## src/rtl/smvm_stream_encoder.sv

```systemverilog
// Dense-to-sparse encoder: buffers one matrix and vector, then emits the SMVM input burst.
// Optional macro SMVM_ENC_ZERO_ROW_EN: empty rows emit a single zero pair with the row-start flag.
//
// state     | meaning
// IDLE      | wait for a legal configuration strobe
// LOAD      | accept vector then row-major matrix beats
// TX_ROWS   | stream row count
// TX_COLS   | stream column count
// TX_VEC    | stream vector elements
// TX_VAL    | stream nonzero value with row-start flag
// TX_IDX    | stream column index of that value
// FIN       | pulse done, back to IDLE
module smvm_stream_encoder #(
  parameter int MAX_DIM = 8,
  parameter int DW      = 8
) (
  input  logic          clk,
  input  logic          rst_n,
  input  logic          cfg_valid,
  input  logic [3:0]    cfg_rows,
  input  logic [3:0]    cfg_cols,
  output logic          cfg_err,
  input  logic          ld_valid,
  output logic          ld_ready,
  input  logic [DW-1:0] ld_data,
  output logic [DW-1:0] enc_val,
  output logic [2:0]    enc_col,
  output logic          enc_ipv,
  output logic          enc_valid,
  output logic          busy,
  output logic          done
);

  localparam int NCELL = MAX_DIM * MAX_DIM;

  typedef enum logic [2:0] {
    S_IDLE, S_LOAD, S_TX_ROWS, S_TX_COLS, S_TX_VEC, S_TX_VAL, S_TX_IDX, S_FIN
  } state_t;

  state_t           state_q, state_d;
  logic [3:0]       rows_q, rows_d, cols_q, cols_d;
  logic [2:0]       r_q, r_d, c_q, c_d;
  logic             vec_ph_q, vec_ph_d;
  logic [5:0]       pos_q, pos_d;
  logic [NCELL-1:0] mask_q, mask_d, eff_mask;
  logic [DW-1:0]    enc_val_q, enc_val_d;
  logic [2:0]       enc_col_q, enc_col_d;
  logic             enc_ipv_q, enc_ipv_d, enc_valid_q, enc_valid_d;
  logic             ld_ready_q, ld_ready_d, busy_q, busy_d;
  logic             done_q, done_d, cfg_err_q, cfg_err_d;

  logic [DW-1:0]    vec_mem [MAX_DIM];
  logic [DW-1:0]    mat_mem [NCELL];
  logic             vec_we, mat_we, cfg_legal, found;
  logic [6:0]       srch_from;
  logic [5:0]       found_pos;
  logic [2:0]       vec_nxt;

  // In the zero-row build an empty in-range row looks like a nonzero at column 0.
  always_comb begin
    eff_mask = mask_q;
`ifdef SMVM_ENC_ZERO_ROW_EN
    for (int r = 0; r < MAX_DIM; r++) begin
      if ((4'(r) < rows_q) && (mask_q[r*MAX_DIM +: MAX_DIM] == '0)) eff_mask[r*MAX_DIM] = 1'b1;
    end
`endif
  end

  // Lowest set bit at row-major position >= srch_from; crossing rows is free.
  always_comb begin
    srch_from = (state_q == S_TX_IDX) ? ({1'b0, pos_q} + 7'd1) : 7'd0;
    found     = 1'b0;
    found_pos = '0;
    for (int i = NCELL - 1; i >= 0; i--) begin
      if (eff_mask[i] && (7'(i) >= srch_from)) begin
        found     = 1'b1;
        found_pos = 6'(i);
      end
    end
  end

  assign cfg_legal = (cfg_rows != 4'd0) && (cfg_rows <= 4'd8) &&
                     (cfg_cols != 4'd0) && (cfg_cols <= 4'd8);
  assign vec_nxt   = c_q + 3'd1;

  always_comb begin
    state_d     = state_q;
    rows_d      = rows_q;
    cols_d      = cols_q;
    r_d         = r_q;
    c_d         = c_q;
    vec_ph_d    = vec_ph_q;
    pos_d       = pos_q;
    mask_d      = mask_q;
    enc_val_d   = '0;
    enc_col_d   = '0;
    enc_ipv_d   = 1'b0;
    enc_valid_d = 1'b0;
    done_d      = 1'b0;
    cfg_err_d   = 1'b0;
    vec_we      = 1'b0;
    mat_we      = 1'b0;
    case (state_q)
      S_IDLE: begin
        if (cfg_valid) begin
          if (cfg_legal) begin
            rows_d   = cfg_rows;
            cols_d   = cfg_cols;
            mask_d   = '0;
            r_d      = '0;
            c_d      = '0;
            vec_ph_d = 1'b1;
            state_d  = S_LOAD;
          end else begin
            cfg_err_d = 1'b1;
          end
        end
      end
      S_LOAD: begin
        if (ld_valid && ld_ready_q) begin
          if (vec_ph_q) begin
            vec_we = 1'b1;
            if ({1'b0, c_q} == cols_q - 4'd1) begin
              c_d      = '0;
              vec_ph_d = 1'b0;
            end else begin
              c_d = c_q + 3'd1;
            end
          end else begin
            mat_we              = 1'b1;
            mask_d[{r_q, c_q}] = |ld_data;
            if ({1'b0, c_q} == cols_q - 4'd1) begin
              c_d = '0;
              if ({1'b0, r_q} == rows_q - 4'd1) begin
                state_d     = S_TX_ROWS;
                enc_val_d   = DW'(rows_q);
                enc_valid_d = 1'b1;
              end else begin
                r_d = r_q + 3'd1;
              end
            end else begin
              c_d = c_q + 3'd1;
            end
          end
        end
      end
      S_TX_ROWS: begin
        state_d     = S_TX_COLS;
        enc_val_d   = DW'(cols_q);
        enc_valid_d = 1'b1;
      end
      S_TX_COLS: begin
        state_d     = S_TX_VEC;
        c_d         = '0;
        enc_val_d   = vec_mem[0];
        enc_valid_d = 1'b1;
      end
      S_TX_VEC, S_TX_IDX: begin
        if ((state_q == S_TX_VEC) && ({1'b0, c_q} != cols_q - 4'd1)) begin
          c_d         = vec_nxt;
          enc_val_d   = vec_mem[vec_nxt];
          enc_valid_d = 1'b1;
        end else if (found) begin
          state_d     = S_TX_VAL;
          pos_d       = found_pos;
          enc_val_d   = mat_mem[found_pos];
          enc_ipv_d   = (state_q == S_TX_VEC) || (found_pos[5:3] != pos_q[5:3]);
          enc_valid_d = 1'b1;
        end else begin
          state_d = S_FIN;
          done_d  = 1'b1;
        end
      end
      S_TX_VAL: begin
        state_d     = S_TX_IDX;
        enc_col_d   = pos_q[2:0];
        enc_valid_d = 1'b1;
      end
      S_FIN:   state_d = S_IDLE;
      default: state_d = S_IDLE;
    endcase
    busy_d     = (state_d != S_IDLE);
    ld_ready_d = (state_d == S_LOAD);
  end

  always_ff @(posedge clk or negedge rst_n) begin
    if (!rst_n) begin
      state_q     <= S_IDLE;
      rows_q      <= '0;
      cols_q      <= '0;
      r_q         <= '0;
      c_q         <= '0;
      vec_ph_q    <= 1'b0;
      pos_q       <= '0;
      mask_q      <= '0;
      enc_val_q   <= '0;
      enc_col_q   <= '0;
      enc_ipv_q   <= 1'b0;
      enc_valid_q <= 1'b0;
      ld_ready_q  <= 1'b0;
      busy_q      <= 1'b0;
      done_q      <= 1'b0;
      cfg_err_q   <= 1'b0;
    end else begin
      state_q     <= state_d;
      rows_q      <= rows_d;
      cols_q      <= cols_d;
      r_q         <= r_d;
      c_q         <= c_d;
      vec_ph_q    <= vec_ph_d;
      pos_q       <= pos_d;
      mask_q      <= mask_d;
      enc_val_q   <= enc_val_d;
      enc_col_q   <= enc_col_d;
      enc_ipv_q   <= enc_ipv_d;
      enc_valid_q <= enc_valid_d;
      ld_ready_q  <= ld_ready_d;
      busy_q      <= busy_d;
      done_q      <= done_d;
      cfg_err_q   <= cfg_err_d;
    end
  end

  // Payload storage needs no reset; only mask-qualified cells are ever read.
  always_ff @(posedge clk) begin
    if (vec_we) vec_mem[c_q] <= ld_data;
    if (mat_we) mat_mem[{r_q, c_q}] <= ld_data;
  end

  assign enc_val   = enc_val_q;
  assign enc_col   = enc_col_q;
  assign enc_ipv   = enc_ipv_q;
  assign enc_valid = enc_valid_q;
  assign ld_ready  = ld_ready_q;
  assign busy      = busy_q;
  assign done      = done_q;
  assign cfg_err   = cfg_err_q;

endmodule

```

## config.mk

```make
export PLATFORM = sky130hd
export DESIGN_NAME = smvm_stream_encoder
export DESIGN_NICKNAME = d
export VERILOG_FILES = /design/src/rtl/smvm_stream_encoder.sv
export SDC_FILE = /design/constraint.sdc
export NUM_CORES = 1
export LEC_CHECK = 0
export ABC_AREA = 1
export CORE_MARGIN = 2
export CORE_UTILIZATION = 55
export CTS_BUF_LIST = sky130_fd_sc_hd__clkbuf_4
export DETAILED_ROUTE_END_ITERATION = 10
export PLACE_DENSITY = 0.74
export SLEW_MARGIN = 5
export SYNTH_ARGS = -nofsm -noshare
export SYNTH_HDL_FRONTEND = slang
export SYNTH_SLANG_ARGS = --single-unit
export TNS_END_PERCENT = 30
```

## constraint.sdc

```tcl
create_clock -name clk -period 6.34 [get_ports clk]
set_input_delay 0.634 -clock clk [delete_from_list [all_inputs] [get_ports clk]]
set_output_delay 0.634 -clock clk [all_outputs]
set_load 0.005 [all_outputs]
```

==> results.md <==
* Unrepaired setup endpoints after global routing: true
* Worst-path maximum fanout at 19
* Sink Count at 681
* Vias in the first global route at 23292
* Hold depth at 1
* Final setup vio count at 0
* Io pins at 37
* Netlist cell types at 45
* Synth Cell Area at 30300 sq um
* Multi-input gate area at 9690 sq um
* Clock latency on the worst-skew pair at 1.07 ns
* 1st-pass router iterations at 6
* Grt total ovfl at 0
* Worst Hold Class: input port to register
* Pwr per Cell Area at 600 nW/um^2
* DR vias at 24299
* Worst-Margin Slew at 1.42 ns
* Drt wl/cell at 22.8 um
* Worst reg2reg path startpoint: pos_q[1]
* Fraction of layout cells with a size suffix above 1 at 17.1%
* Status: finished clean
* VDD IR max at 448 uV
* Utilization after layout at 65.1%
* Syn Area/Cell at 10.3 sq um
* FMAX at 166 MHz
* Post-synth net total at 2951
* Kind of critical path: register to register
* Endpoint of the worst hold path: mat_mem[59][4]
* TNS Setup at 0 ns
* Drt total wl at 90000 um
* Critical path arrival at 6.96 ns
* Min-delay src: ld_data[4]
* Clk buf depth at 3
* HPWL after DPL at 52700 um
* Count of flip-flops with a built-in enable after synthesis at 576
* Register Area at 19900 sq um
* Die X-Extent at 239 um
* Layout Nets at 3127
* Detailed Route Iter0 Violations at 3627
* H-tree levels at 4
* DR DRC count at 0
* Fin Hold WS at 0.0931 ns
* Clock skew at 0.0623 ns
* Power, Total at 21100 uW
* Post-DR vias/cell at 6.17
* R2R cell count at 74
* Top FF cell, synth: edfxtp_1
* Largest net degree at the start of global routing at 82
* Fillers at 4070
* Slowest stage delay, CP at 0.38 ns
* Chip Height at 239 um
* Worst reg2reg path endpoint: enc_val[4]
* DP Area at 31700 sq um
* Post-synthesis sequential area ratio at 65.8%
* Rows at 85
* Routability cong. at 1.01
* Number of hold violations in the final report at 0
* Crit path top cell by count: nand2_1
* CP required at 7.29 ns
* Die area at 56900 sq um
* Antenna Nets Post-Route at 0
* Startpoint Class: register
* First-pass GRT wire length at 130000 um
* Commonest non-fill, non-tap cell in the layout: nand2_1
* Max-cap viol count at 0
* Clock period minus worst slack at 6.01 ns
* Finished Cell Area at 35200 sq um
* Initial antenna violation count at 1
* CTS root buffer: clkbuf_4
* Flops & latches, synth at 681
* Slew Viols, Final at 0
* Cells after Synth at 2926
* Starting Density at 55.9%
* Leakage at 0.0134 uW
* CTS tree: done
* Crit path max-delay family: simple AND/OR/NAND/NOR gates
* Share of the clock period used by the worst path at 94.8%
* Port bufs at 36
* Yosys warnings at 0
* Clock slew seen by the registers of the worst setup and hold paths at 0.07 ns
* Gr usage total at 30.1%
* Num CTS Buffers at 170
* Core ar. at 54100 sq um
* Buf+Inv Stages, Crit Path at 3
* Max_slew headroom at 5.04%
* Most frequent cells in the layout: nand2_1, edfxtp_1, nand3_1
* Flop-to-flop setup slack at 0.33 ns
* Post-synth ARST share at 15.4%
* Crit. End Element: register
* Area delta synth->final at 16.4%
* Critical Path Slowest Stage Cell: dfrtp_1
[state kept, by name, summed over array words and instances, names as in the netlist, 3 cells and up]
signal and count:
state_q 3, cols_q 4, rows_q 4, c_q 3, mat_mem 512, vec_mem 64
enc_col 3, r_q 3, enc_val 8, eff_mask 64, pos_q 6
[stage by stage]
stage               cells  setup slack, ns
global placement     3579           0.0485
finish               3941            0.332
floorplan            2926             1.33
detailed placement   3579           0.0216
global route         3935           -0.384
CTS                  3887          0.00706
[synth_stat cells (2+ instances only)]
library cell / n / share of area, %
clkinv_1: 7 / 0.087
o21ai_1: 2 / 0.033
a221oi_1: 2 / 0.058
nor3_1: 42 / 0.69
inv_1: 129 / 1.6
o21ai_0: 105 / 1.7
nand2_2: 3 / 0.062
buf_2: 33 / 0.55
buf_1: 22 / 0.27
nand4_1: 3 / 0.062
buf_4: 19 / 0.47
dfrtp_1: 105 / 8.7
nor2_1: 215 / 2.7
a32oi_1: 8 / 0.23
nand2_1: 657 / 8.1
xor2_1: 6 / 0.17
a31oi_1: 34 / 0.70
xnor2_1: 6 / 0.17
ha_1: 5 / 0.21
o211ai_1: 16 / 0.40
o31ai_1: 37 / 0.92
nand2_4: 2 / 0.074
o22ai_1: 4 / 0.083
o21bai_1: 8 / 0.20
a2111oi_0: 2 / 0.058
a32o_1: 8 / 0.26
nand3_1: 622 / 10
edfxtp_1: 576 / 57
nand3_2: 2 / 0.066
a21oi_1: 102 / 1.7
a211oi_1: 9 / 0.22
clkbuf_1: 100 / 1.2
inv_2: 9 / 0.11
nor4_1: 15 / 0.31
[layer usage]
layer | vias to the layer above | share of wire (%) | GRT usage [%]
li1 | 10861 | - | -
met1 | 11643 | 38 | 39.7
met2 | 1549 | 47 | 47.6
met3 | 246 | 11 | 7.22
met4 | 0 | 4.1 | 13.5
met5 | - | 0 | 0
[power by group]
| part | internal [uW] | total, uW | switching, uW |
|---|---|---|---|
| Clock | 1930 | 3730 | 1800 |
| Sequential | 5060 | 5200 | 141 |
| Combinational | 4180 | 12200 | 8030 |
[worst max-delay path by stage]
stage | startpoint | endpoint | slack [ns] | cells after the start
global placement | pos_q[0] | enc_val[3] | 0.05 | 75
detailed placement | pos_q[0] | enc_val[3] | 0.02 | 75
finish | pos_q[1] | enc_val[4] | 0.33 | 74
CTS | pos_q[0] | enc_val[3] | 0.007 | 75
floorplan | pos_q[0] | enc_val[0] | 1.33 | 77
global route | pos_q[1] | enc_val[3] | -0.38 | 73
[timing repair]
item / in CTS / in global routing
setup buffers: 0 / 18
resized for setup: 0 / 130
hold buffers: 1 / 0
endpoints found under the setup margin: 0 / 8
hold endpoints to repair: 42 / 0
[layout make-up]
type,count,share of cell area (%)
diodes,8,0.0568
inverters,145,1.58
multi-input cells,1928,27.5
clock inverters,52,0.834
well taps,696,2.47
repair buffers,176,5.61
clock buffers,255,5.43
flip-flops and latches,681,56.5
[logic make-up after synthesis]
kind of cell,after synthesis,synth area share [%]
simple gates,1564,22.4
flops,681,65.8
compound gates,344,6.80
buf+inv,320,4.37
xor+xnor,12,0.347
fa+ha+maj,5,0.207
No activity file was read; power rests on OpenSTA's default activity.
